===== config.mk =====
export PLATFORM = sky130hd
export DESIGN_NAME = fetch_aligner
export DESIGN_NICKNAME = d
export VERILOG_FILES = /design/src/rtl/common_pkg.sv /design/src/rtl/decompressor.sv /design/src/rtl/fetch_aligner.sv
export SDC_FILE = /design/constraint.sdc
export NUM_CORES = 1
export LEC_CHECK = 0
export CAP_MARGIN = 20
export CORE_MARGIN = 1.5
export CORE_UTILIZATION = 45
export DETAILED_ROUTE_END_ITERATION = 6
export GPL_ROUTABILITY_DRIVEN = 0
export PLACE_DENSITY_LB_ADDON = 0.3
export SYNTH_ARGS = -nofsm -noshare
export SYNTH_HDL_FRONTEND = slang
export SYNTH_HIERARCHICAL = 1
export SYNTH_SLANG_ARGS = --single-unit

===== constraint.sdc =====
create_clock -name clk -period 4.1 [get_ports clk]
set_input_delay 0.82 -clock clk [delete_from_list [all_inputs] [get_ports clk]]
set_output_delay 0.82 -clock clk [all_outputs]
set_load 0.05 [all_outputs]

===== src/rtl/common_pkg.sv =====
// Shared RV32IC types, opcode constants and helpers used by the fetch/decode front end.
package common_pkg;

  typedef logic [31:0] instruction_t;
  typedef logic [15:0] halfword_t;

  localparam logic [1:0] OPC_UNCOMPRESSED = 2'b11;

  localparam logic [6:0] OPC_OP_IMM = 7'b0010011;
  localparam logic [6:0] OPC_OP     = 7'b0110011;
  localparam logic [6:0] OPC_LOAD   = 7'b0000011;
  localparam logic [6:0] OPC_STORE  = 7'b0100011;
  localparam logic [6:0] OPC_LUI    = 7'b0110111;
  localparam logic [6:0] OPC_JAL    = 7'b1101111;
  localparam logic [6:0] OPC_JALR   = 7'b1100111;
  localparam logic [6:0] OPC_BRANCH = 7'b1100011;

  localparam instruction_t INSTR_EBREAK = 32'h0010_0073;

  function automatic logic is_compressed(halfword_t h);
    return h[1:0] != OPC_UNCOMPRESSED;
  endfunction

endpackage


===== src/rtl/decompressor.sv =====
// Expands an RV32C halfword into its 32-bit RV32I equivalent; 32-bit inputs pass through.
// Reserved or illegal compressed encodings expand to all-zeros, itself an illegal instruction.
module decompressor
  import common_pkg::*;
(
  input  logic [31:0]  raw,
  output instruction_t instr
);

  halfword_t  c;
  logic [4:0] rd;
  logic [4:0] rs2;
  logic [4:0] rdp;
  logic [4:0] rs1p;

  assign c    = raw[15:0];
  assign rd   = c[11:7];
  assign rs2  = c[6:2];
  assign rdp  = {2'b01, c[4:2]};
  assign rs1p = {2'b01, c[9:7]};

  always_comb begin
    instr = '0;
    if (raw[1:0] == OPC_UNCOMPRESSED) begin
      instr = raw;
    end else begin
      case (c[1:0])
        2'b00: begin
          case (c[15:13])
            3'b000: begin
              if (c[12:5] != 8'h00) begin
                instr = {2'b00, c[10:7], c[12:11], c[5], c[6], 2'b00, 5'd2, 3'b000, rdp,
                         OPC_OP_IMM};
              end
            end
            3'b010: instr = {5'b0, c[5], c[12:10], c[6], 2'b00, rs1p, 3'b010, rdp, OPC_LOAD};
            3'b110: instr = {5'b0, c[5], c[12], rdp, rs1p, 3'b010, c[11:10], c[6], 2'b00,
                             OPC_STORE};
            default: instr = '0;
          endcase
        end
        2'b01: begin
          case (c[15:13])
            3'b000: instr = {{7{c[12]}}, c[6:2], rd, 3'b000, rd, OPC_OP_IMM};
            3'b001: instr = {c[12], c[8], c[10:9], c[6], c[7], c[2], c[11], c[5:3], c[12],
                             {8{c[12]}}, 5'd1, OPC_JAL};
            3'b010: instr = {{7{c[12]}}, c[6:2], 5'd0, 3'b000, rd, OPC_OP_IMM};
            3'b011: begin
              if (rd == 5'd2) begin
                if ({c[12], c[6:2]} != 6'd0) begin
                  instr = {{3{c[12]}}, c[4:3], c[5], c[2], c[6], 4'b0000, 5'd2, 3'b000, 5'd2,
                           OPC_OP_IMM};
                end
              end else if ({c[12], c[6:2]} != 6'd0) begin
                instr = {{15{c[12]}}, c[6:2], rd, OPC_LUI};
              end
            end
            3'b100: begin
              case (c[11:10])
                2'b00: if (!c[12]) instr = {7'b0000000, c[6:2], rs1p, 3'b101, rs1p, OPC_OP_IMM};
                2'b01: if (!c[12]) instr = {7'b0100000, c[6:2], rs1p, 3'b101, rs1p, OPC_OP_IMM};
                2'b10: instr = {{7{c[12]}}, c[6:2], rs1p, 3'b111, rs1p, OPC_OP_IMM};
                default: begin
                  if (!c[12]) begin
                    case (c[6:5])
                      2'b00:   instr = {7'b0100000, rdp, rs1p, 3'b000, rs1p, OPC_OP};
                      2'b01:   instr = {7'b0000000, rdp, rs1p, 3'b100, rs1p, OPC_OP};
                      2'b10:   instr = {7'b0000000, rdp, rs1p, 3'b110, rs1p, OPC_OP};
                      default: instr = {7'b0000000, rdp, rs1p, 3'b111, rs1p, OPC_OP};
                    endcase
                  end
                end
              endcase
            end
            3'b101: instr = {c[12], c[8], c[10:9], c[6], c[7], c[2], c[11], c[5:3], c[12],
                             {8{c[12]}}, 5'd0, OPC_JAL};
            3'b110: instr = {c[12], {3{c[12]}}, c[6:5], c[2], 5'd0, rs1p, 3'b000, c[11:10],
                             c[4:3], c[12], OPC_BRANCH};
            default: instr = {c[12], {3{c[12]}}, c[6:5], c[2], 5'd0, rs1p, 3'b001, c[11:10],
                              c[4:3], c[12], OPC_BRANCH};
          endcase
        end
        default: begin
          case (c[15:13])
            3'b000: if (!c[12]) instr = {7'b0000000, c[6:2], rd, 3'b001, rd, OPC_OP_IMM};
            3'b010: begin
              if (rd != 5'd0) begin
                instr = {4'b0000, c[3:2], c[12], c[6:4], 2'b00, 5'd2, 3'b010, rd, OPC_LOAD};
              end
            end
            3'b100: begin
              if (!c[12]) begin
                if (rs2 == 5'd0) begin
                  if (rd != 5'd0) instr = {12'h000, rd, 3'b000, 5'd0, OPC_JALR};
                end else begin
                  instr = {7'b0000000, rs2, 5'd0, 3'b000, rd, OPC_OP};
                end
              end else begin
                if (rs2 == 5'd0) begin
                  instr = (rd == 5'd0) ? INSTR_EBREAK : {12'h000, rd, 3'b000, 5'd1, OPC_JALR};
                end else begin
                  instr = {7'b0000000, rs2, rd, 3'b000, rd, OPC_OP};
                end
              end
            end
            3'b110: instr = {4'b0000, c[8:7], c[12], rs2, 5'd2, 3'b010, c[11:9], 2'b00,
                             OPC_STORE};
            default: instr = '0;
          endcase
        end
      endcase
    end
  end

endmodule


===== src/rtl/fetch_aligner.sv =====
// Splits word-aligned fetch data into RV32IC instructions (including word-straddling ones),
// expands them through the decompressor, and sequences the fetch address and PC redirects.
module fetch_aligner
  import common_pkg::*;
#(
  parameter logic [31:0] RESET_PC = 32'h0000_0000
) (
  input  logic         clk,
  input  logic         reset_n,
  output logic [31:0]  fetch_addr,
  input  logic         fetch_valid,
  input  logic [31:0]  fetch_data,
  output logic         fetch_ready,
  input  logic         redirect_valid,
  input  logic [31:0]  redirect_pc,
  output logic         dec_valid,
  input  logic         dec_ready,
  output instruction_t dec_instr,
  output logic [31:0]  dec_raw,
  output logic         dec_compressed,
  output logic [31:0]  dec_pc
);

  halfword_t   hb_q [3];
  halfword_t   hb_d [3];
  logic [1:0]  count_q, count_d;
  logic [31:0] pc_q, pc_d;
  logic [31:0] fetch_addr_q, fetch_addr_d;
  logic        drop_half_q, drop_half_d;

  logic        compressed;
  logic        avail;
  logic        fire;
  logic        accept;
  logic [1:0]  consumed;
  logic [1:0]  remaining;

  // Halfword alignment comes from redirect_pc[1]; bit 0 carries no information.
  logic        unused_redirect_lsb;
  assign unused_redirect_lsb = redirect_pc[0];

  always_comb begin
    compressed     = is_compressed(hb_q[0]);
    avail          = compressed ? (count_q >= 2'd1) : (count_q >= 2'd2);
    dec_valid      = avail && !redirect_valid;
    fire           = dec_valid && dec_ready;
    consumed       = fire ? (compressed ? 2'd1 : 2'd2) : 2'd0;
    remaining      = count_q - consumed;
    // At most one halfword left after this cycle's consume leaves room for a full word.
    fetch_ready    = (remaining <= 2'd1) && !redirect_valid;
    accept         = fetch_valid && fetch_ready;
    dec_raw        = compressed ? {16'h0000, hb_q[0]} : {hb_q[1], hb_q[0]};
    dec_compressed = compressed;
    dec_pc         = pc_q;
    fetch_addr     = fetch_addr_q;
  end

  always_comb begin
    hb_d         = hb_q;
    count_d      = remaining;
    pc_d         = pc_q;
    fetch_addr_d = fetch_addr_q;
    drop_half_d  = drop_half_q;

    case (consumed)
      2'd1: begin
        hb_d[0] = hb_q[1];
        hb_d[1] = hb_q[2];
      end
      2'd2: hb_d[0] = hb_q[2];
      default: ;
    endcase

    if (fire) begin
      pc_d = pc_q + (compressed ? 32'd2 : 32'd4);
    end

    if (accept) begin
      fetch_addr_d = fetch_addr_q + 32'd4;
      if (drop_half_q) begin
        drop_half_d = 1'b0;
        count_d     = remaining + 2'd1;
        if (remaining == 2'd0) begin
          hb_d[0] = fetch_data[31:16];
        end else begin
          hb_d[1] = fetch_data[31:16];
        end
      end else begin
        count_d = remaining + 2'd2;
        if (remaining == 2'd0) begin
          hb_d[0] = fetch_data[15:0];
          hb_d[1] = fetch_data[31:16];
        end else begin
          hb_d[1] = fetch_data[15:0];
          hb_d[2] = fetch_data[31:16];
        end
      end
    end

    if (redirect_valid) begin
      count_d      = 2'd0;
      pc_d         = {redirect_pc[31:1], 1'b0};
      fetch_addr_d = {redirect_pc[31:2], 2'b00};
      drop_half_d  = redirect_pc[1];
    end
  end

  always_ff @(posedge clk or negedge reset_n) begin
    if (!reset_n) begin
      hb_q[0]      <= '0;
      hb_q[1]      <= '0;
      hb_q[2]      <= '0;
      count_q      <= 2'd0;
      pc_q         <= RESET_PC;
      fetch_addr_q <= {RESET_PC[31:2], 2'b00};
      drop_half_q  <= RESET_PC[1];
    end else begin
      hb_q         <= hb_d;
      count_q      <= count_d;
      pc_q         <= pc_d;
      fetch_addr_q <= fetch_addr_d;
      drop_half_q  <= drop_half_d;
    end
  end

  decompressor u_decompressor (
    .raw   (dec_raw),
    .instr (dec_instr)
  );

endmodule


==> flow_summary.yaml <==
floorplanning:
  row_count: 51
  dieArea_sq_um: 21100
  start_util: 0.464
  die_w_microns: 145
  fp.dieH_microns: 145
  core-area_sq_um: 19700
  io_pins: 200
drt:
  via_per_inst: 6.47
  dr.pass1.iters: 7
  drc: 6
  postRouteAntennaNets: 0
  drt_wl_total_microns: 32800
  num_vias: 9975
  avgRoutedWirePerCell_microns: 21.3
  initialDrtViolationCount: 1376
clocking:
  cts_resized: 0
  cts_setup_buffers: 0
  clkSlewWorstSetupHoldPaths_ps: 80
  numCtsBuffers: 9
  root_buffer: "clkbuf_16"
  cts_tree: "built"
  cts_buffer_depth: 2
  clock_latency_ps: 380
  postCtsHoldBufs: 0
  h-tree-depth: 3
  cts.sinks: 112
status:
  violations: "DRC"
  status: "finished, violations left"
synth:
  yosys.area.top_type: "dfrtp_1"
  synth_cell_types: 87
  yosysMostFrequentCell: "nand2_1"
  synth-main-ff-cell: "dfrtp_1"
  yosys_warnings: 6
  syn_inst: 1126
  synth_top_area_share: 0.308
  synth_seq_cells: 112
  synth_commonest_cells: "124 x nand2_1, 112 x dfrtp_1, 85 x a21oi_1"
  yosysSeqAreaShare: 0.308
  synth-edff-count: 0
  yosys-top-cells-area: "dfrtp_1 31%, mux2i_1 6.2%, nand2_1 5.1%, a21oi_1 4.7%, o21ai_0 3.5%"
  syn_area_sq_um: 9110
  async_flop_share: 1.00
  syn-mean-instance-area_sq_um: 8.09
layout:
  fin_util: 0.598
  n_fill_cell: 1773
  syn2layout_area_growth_pct: 29.0
  layout-drive-gt1-share: 0.0979
  antenna_cells: 0
  final_area_sq_um: 11800
  layout.nets: 1348
critical_path:
  reg2reg_to: "hb_q[25]"
  cp_data_required_time_ps: 3280
  r2r_slack_ps: 710
  end_kind: "output port"
  path_max_fanout: 5
  path_class: "flop to output port"
  crit_arrival_ps: 3130
  reg2regPathDepth: 11
  r2r-start: "hb_q[33]"
  cp-start-kind: "flop"
worst_hold_path:
  holdPathEnd: "dec_pc[31]"
  min_from: "dec_pc[31]"
  hp-class: "flop to flop"
  whs_path_depth: 1
power_and_ir_drop:
  finalPower_mw: 10.2
  vdd_drop_max_mv: 0.380
  p_per_area_nw_per_um2: 864
  p_leak_nw: 4.67
timing:
  slew_violations: 0
  hold_violations: 0
  max_slew_margin: 0.251
  worst_slew_pin_slew_ps: 1120
  fin_crit_sh: 0.963
  min_period_ps: 3950
  setup_viol: 0
  fmax_mhz: 253
  fin_skew_ps: 19.4
  setup_tns_ps: 0
  rsz0062_at_grt: "false"
placed_design:
  dp_hpwl_microns: 23700
  portBuffers: 195
  postPlaceCellArea_sq_um: 11400
global_routing:
  grt_overflow: 0
  antenna_found_initial: 1
  grt_pass1_vias: 9133
  grt_pass1_wl_microns: 51300
  grt.total_usage: 0.302
  grt_max_degree: 71
run:
  cap_violations: 0
report_power, final:
group          switching (mW)  leakage [nW]  internal [mW]  total, mW
logic                    4.60          3.17           2.68       7.28
registers               0.531          1.35           1.43       1.97
clock network           0.471         0.144          0.434      0.904
total                    5.60          4.67           4.55       10.2
registers in the layout (all words and copies together) (netlist names):
signal,cells
hb_q,48
dec_pc,31
fetch_addr,30
count_q,2
drop_half_q,1
worst max-delay path: stages, from the launching register on:
cell and delay [ps]:
dfrtp_1 390, nor3_1 830, nand3_1 370, a21oi_1 380
a21oi_1 130, or4_1 480, buf_12 180
routing by layer:
metal  up-vias  share of wire  GRT usage
li1       4498              -          -
met3       112           0.10     0.0553
met2       643           0.44      0.452
met4         2          0.037      0.125
met5         -        0.00034          0
met1      4720           0.42      0.426
logic make-up after synthesis:
logic type | share of synthesized area
and+or+nand+nor | 0.238
AOI/OAI and AO/OA | 0.268
other | 0.000412
xor gates and xnor gates | 0.0202
adders and majority gates | 0.0104
muxes | 0.0838
DFF | 0.308
buffers and inverters | 0.0717
stage by stage:
stage / hold slack (ps) / std cells / setup slack (ps)
global placement: 491 / 1526 / 423
floorplan: 480 / 1128 / 17.7
global route: 545 / 1542 / 119
detailed placement: 501 / 1526 / 342
finish: 521 / 1542 / 151
CTS: 519 / 1542 / 256
cells in the final DEF, fill, tap and decap left out, drive strengths merged, types with 6 or more instances in the layout:
cell type,n
o21a,7
and2,14
a2111oi,19
a21o,14
or3,15
xnor2,16
mux2i,56
clkbuf,9
a21oi,86
nor2b,31
and4,7
o311ai,10
a221o,7
nor2,60
nand3,33
nand2b,10
nand2,125
a22o,18
o221ai,6
dfrtp,112
clkdlybuf4s50,164
nor3,18
nand4,17
mux2,18
or4,11
o211ai,21
o31a,8
ha,6
o21ai,75
a21boi,6
and3,31
a31oi,10
inv,35
a221oi,19
buf,80
o22ai,6
nor3b,7
nor4,21
final cells by class:
class / count / area, sq um / share of cell area
Timing Repair Buffer: 244 / 2510 / 0.214
Inverter: 33 / 124 / 0.0105
Clock inverter: 7 / 77.6 / 0.00660
Tap cell: 265 / 332 / 0.0282
Multi-Input combinational cell: 872 / 5670 / 0.483
Sequential cell: 112 / 2810 / 0.239
Clock buffer: 9 / 225 / 0.0192
worst max-delay path by stage:
stage,start,end
6_report,hb_q[34],dec_instr[0]
3_3_place_gp,dec_ready,hb_q[5]
4_1_cts,hb_q[34],dec_instr[15]
2_1_floorplan,redirect_valid,fetch_ready
5_1_grt,hb_q[32],dec_instr[8]
3_5_place_dp,dec_ready,hb_q[0]
Note: power is estimated with default switching activity, not from simulation.
